File: config.mk
export PLATFORM = sky130hd
export DESIGN_NAME = pc_sequencer
export DESIGN_NICKNAME = d
export VERILOG_FILES = /design/src/rtl/pc_sequencer.sv
export SDC_FILE = /design/constraint.sdc
export NUM_CORES = 1
export LEC_CHECK = 0
export CAP_MARGIN = 20
export CORE_UTILIZATION = 46
export DETAILED_ROUTE_END_ITERATION = 7
export PLACE_DENSITY = 0.75
export SYNTH_ARGS = -nofsm -noshare
export SYNTH_HDL_FRONTEND = slang
export SYNTH_SLANG_ARGS = --single-unit
export TNS_END_PERCENT = 10
File: constraint.sdc
create_clock -name CLK -period 4 [get_ports CLK]
set_clock_uncertainty 0.05 [all_clocks]
set_input_delay 0.8 -clock CLK [delete_from_list [all_inputs] [get_ports CLK]]
set_output_delay 0.8 -clock CLK [all_outputs]
set_load 0.02 [all_outputs]
File: src/rtl/pc_sequencer.sv
// rtl/pc_sequencer.sv - fetch/latch/exec control FSM with return-stack depth tracking
module pc_sequencer #(
    parameter int RS_DEPTH = 16,
    parameter int DEPTH_W  = 5
) (
    input  logic               CLK,
    input  logic               Reset,
    input  logic               Stall,
    input  logic [2:0]         inst_class,
    input  logic               branch_taken,
    input  logic               exec_done,
    output logic               PCWrite,
    output logic [2:0]         PCControl,
    output logic [1:0]         RStackOP,
    output logic               IRWrite,
    output logic [DEPTH_W-1:0] rs_depth,
    output logic               halted,
    output logic               fault
);

    typedef enum logic [1:0] {
        S_FETCH = 2'd0,
        S_LATCH = 2'd1,
        S_EXEC  = 2'd2,
        S_HALT  = 2'd3
    } state_t;

    localparam logic [2:0] CLS_JUMP   = 3'd1;
    localparam logic [2:0] CLS_BRANCH = 3'd2;
    localparam logic [2:0] CLS_CALL   = 3'd3;
    localparam logic [2:0] CLS_RET    = 3'd4;
    localparam logic [2:0] CLS_HALT   = 3'd5;

    localparam logic [2:0] SEL_STACK  = 3'd0;
    localparam logic [2:0] SEL_JUMP   = 3'd1;
    localparam logic [2:0] SEL_BRANCH = 3'd2;
    localparam logic [2:0] SEL_INC    = 3'd4;

    localparam logic [DEPTH_W-1:0] DEPTH_MAX = DEPTH_W'(RS_DEPTH);

    state_t state, state_nxt;
    logic   push, pop, stack_err;

    always_comb begin
        state_nxt = state;
        PCWrite   = 1'b0;
        IRWrite   = 1'b0;
        PCControl = SEL_INC;
        RStackOP  = 2'b00;
        push      = 1'b0;
        pop       = 1'b0;
        stack_err = 1'b0;
        if (!Stall) begin
            case (state)
                S_FETCH: state_nxt = S_LATCH;
                S_LATCH: begin
                    IRWrite   = 1'b1;
                    state_nxt = S_EXEC;
                end
                S_EXEC: begin
                    if (exec_done) begin
                        state_nxt = S_FETCH;
                        case (inst_class)
                            CLS_JUMP: begin
                                PCWrite   = 1'b1;
                                PCControl = SEL_JUMP;
                            end
                            CLS_BRANCH: begin
                                PCWrite   = 1'b1;
                                PCControl = branch_taken ? SEL_BRANCH : SEL_INC;
                            end
                            CLS_CALL: begin
                                if (rs_depth < DEPTH_MAX) begin
                                    PCWrite   = 1'b1;
                                    PCControl = SEL_JUMP;
                                    RStackOP  = 2'b01;
                                    push      = 1'b1;
                                end else begin
                                    stack_err = 1'b1;
                                    state_nxt = S_HALT;
                                end
                            end
                            CLS_RET: begin
                                if (rs_depth != '0) begin
                                    PCWrite   = 1'b1;
                                    PCControl = SEL_STACK;
                                    RStackOP  = 2'b10;
                                    pop       = 1'b1;
                                end else begin
                                    stack_err = 1'b1;
                                    state_nxt = S_HALT;
                                end
                            end
                            CLS_HALT: state_nxt = S_HALT;
                            default:  PCWrite   = 1'b1;
                        endcase
                    end
                end
                S_HALT:  state_nxt = S_HALT;
                default: state_nxt = S_FETCH;
            endcase
        end
    end

    // halted tracks entry into HALT on the same edge, so it is high for every HALT cycle
    always_ff @(posedge CLK or posedge Reset) begin
        if (Reset) begin
            state    <= S_FETCH;
            rs_depth <= '0;
            halted   <= 1'b0;
            fault    <= 1'b0;
        end else begin
            state <= state_nxt;
            if (push)
                rs_depth <= rs_depth + DEPTH_W'(1);
            else if (pop)
                rs_depth <= rs_depth - DEPTH_W'(1);
            if (stack_err)
                fault <= 1'b1;
            if (state_nxt == S_HALT)
                halted <= 1'b1;
        end
    end

endmodule

==> impl_summary.md <==
Status
The run finished with clean final reports.

Clock tree
The buffer depth of the longest clock path is 2. The post-cts hold buffer count is 0. Clock latency on the worst-skew pair, taken at its later pin, is 260 ps.

TritonCTS created 3 clock buffers. The count of instances resized after the clock tree is built is 0. In this run the number of H-tree levels came out at 1. After clock tree synthesis, the clock-pin slew on the worst setup and hold paths is around 60 ps. The CTS tree is built. The number of setup buffers added after CTS is 0. The clock root buffer is clkbuf_4. The tree built by TritonCTS fans out to 9 sinks.

Setup path
The critical path data arrival time is between 2000 and 3000 ps. Along the worst path, the maximum fanout reaches 6. The highest cell delay on the worst timing path is just under 600 ps. The required time at the worst-slack endpoint is about 3200 ps. The path type of the worst setup path is input port to primary output. Walking the worst path, the cells encountered are clkdlybuf4s50_1, nor2b_1, a21oi_1, a2bb2oi_1, and2_1, clkdlybuf4s50_1. STA classifies the critical path startpoint as an input port.

On the critical path, the stage with the largest delay is an instance of clkdlybuf4s50_1. The cell occurring most often along the worst timing path is clkdlybuf4s50_1. STA classifies the critical path endpoint as a primary output.

Floorplanning
The chip width is roughly 41 um. Row generation in the floorplan step produced 13 rows. The y dimension of the die is roughly 40 um.

The initial core utilization is between 50% and 60%. 22 I/O pins were placed. The floorplan step defined a core boundary enclosing approximately 1400 um^2.

The die covers roughly 1700 um^2.

Timing
The number of endpoints with negative hold slack in the final report is 0. The final critical path time including I/O delays and setup is around 3600 ps. The relative max-transition margin is around 73%. For the pin with the worst max-slew slack, the measured transition is 398 ps. The final critical path takes up approximately nine tenths of the cycle. The sum of negative setup slack is 0 ps.

Setup violations remaining at the end of the flow were counted as 0. The count of pins over their slew limit is 0. Setup repair after global routing left no endpoint under its margin. Based on the critical path, the design can be clocked at up to around 280 MHz.

Power
For this design the static power due to leakage is about 0.39 nW. Power spread over the standard cell area amounts to between 500 and 600 nW/um^2. The total design power is 0.000522 W. The peak supply drop is approximately 0.00044 V.

Synth
The dominant cell by count in the synthesized netlist is dfrtp_1. The average instance in the mapped netlist occupies 9.96 um^2. The post-synthesis cell type with the largest combined area is dfrtp_1. The net count of the mapped netlist is 83. The instance count of the mapped netlist is 71. The commonest register cell after synthesis is dfrtp_1. In this run, synthesis produced a sequential element count of 9.

Counting instances in the post-synthesis netlist gives the leading cell types as dfrtp_1 (9), a21oi_1 (8), inv_1 (7). The netlist uses 32 different library cells. In the synthesized netlist the async set-or-reset flop fraction comes to 100%.

The count of warnings emitted by yosys is 0. Sequential cells were found to cover a little under a third of the synthesized design area. The number of synthesized flops with an enable pin is 0. After synthesis the cells add up to slightly above 700 um^2. Ranked by total cell area, the synthesized netlist is headed by dfrtp_1 (32%), a21oi_1 (5.7%), ha_1 (5.3%), o21ai_4 (4.6%), mux2_4 (4.2%). The share of the synthesized area in the top cell type is a little under a third.

Cells and area
0 antenna diodes ended up in the layout. The fraction of final layout cells with drive strength greater than 1 is about an eighth. The layout-stage area growth over the synthesis result is 36.1%. At the end of the flow, the number of nets in the layout was 109.

Detailed routing
The first detailed-routing pass took 4 iterations. In the final routed layout, each cell accounts on average for approximately 14 um. The routed via count is roughly 660.

The detailed-route wire length is ~1500 um. The per-cell via count in the routed design is 5.90. The starting DRC count in detailed routing is 8.

The number of DRC violations after detailed routing is 0. The residual antenna-violating net count after detailed routing is 0.

Hold path
The worst min-delay path category is register to register.

Placement
The number of buffers added on ports is 21. The placer congestion estimate is 0.738. Detailed placement finished with a half-perimeter wire length of ~1100 um.

GRT
The remaining global-route overflow is 0. The first-pass GRT wire length is ~2400 um. The via count of the first global-routing pass is ~560. The pin count of the biggest net entering global routing is 10. The number of antenna violations at the first check in global routing was 0. The combined global-route utilization of all metal layers is about 22%.

Run
The number of max-capacitance violations reported is 0.
==> layer usage <==
metal	vias to the layer above	routed length (um)	part of all wire [%]	global-route usage [%]
met5	-	0	0	0
met4	0	12	0.79	4.84
met3	4	84	5.6	8.15
met2	30	716	47	37.9
met1	311	700	46	25.2
li1	310	-	-	-
==> cell usage in the layout, fill, tap and decap left out, types with 2 or more instances in the layout <==
cell type | Yosys | final
clkdlybuf4s50_1 | 0 | 21
nand3_1 | 2 | 2
nor3b_1 | 3 | 3
a21oi_1 | 8 | 8
xnor2_1 | 3 | 3
nor2b_1 | 3 | 3
dfrtp_1 | 9 | 9
nor2_1 | 6 | 6
o21ai_4 | 2 | 2
o21ai_0 | 3 | 3
ha_1 | 3 | 3
inv_1 | 7 | 7
clkbuf_4 | 0 | 3
mux2_4 | 2 | 2
==> cell type report <==
cell class / instances / area [um^2]
clock buffer: 4 / 26.3
inverter: 7 / 26.3
fill: 114 / 404
multi-input combinational: 55 / 455
timing repair buffer: 21 / 210
sequential: 9 / 225
tap: 15 / 18.8
==> metrics by stage <==
stage	std cells	area, um^2	hold slack (ps)	util [%]	setup slack [ps]
5_1_grt	111	962	461	70.4	267
3_5_place_dp	107	936	425	68.5	402
2_1_floorplan	71	707	529	-	999
4_1_cts	111	962	444	70.4	400
6_report	111	962	439	70.4	368
3_3_place_gp	107	936	417	68.5	430
==> where the power goes <==
group	switching (W)	internal (W)
clock network	0.0000331	0.0000385
logic	0.000130	0.000142
registers	0.0000529	0.000126
total	0.000216	0.000306
==> flip-flops by register name, indices dropped and copies added, names as in the netlist <==
signal    count
fault         1
rs_depth      5
state         2
halted        1
==> path summary, 6_finish.rpt <==
kind,cells past startpoint,slack [ps],start,endpoint
min in group asynchronous,2,760,Reset,halted
max in group asynchronous,2,2880,Reset,rs_depth[3]
setup / recovery,6,370,inst_class[1],PCWrite
setup reg to reg,7,1610,state[0],rs_depth[4]
hold reg to reg,1,440,fault,fault
hold / removal,1,440,fault,fault
==> critical path, delay by kind of cell <==
kind / cells / cell delay, ps
and+or+nand+nor: 2 / 390
buffers and inverters: 2 / 1090
AOI/OAI and AO/OA: 2 / 490
==> logic make-up after synthesis <==
logic type / Yosys count / share of synthesized area, %
DFF: 9 / 31.9
adders and majority gates: 4 / 8.14
AOI/OAI and AO/OA: 19 / 19.3
buffers and inverters: 7 / 3.72
and+or+nand+nor: 26 / 27.6
muxes: 3 / 5.66
xor gates and xnor gates: 3 / 3.72
No activity file was read; power rests on OpenSTA's default activity.
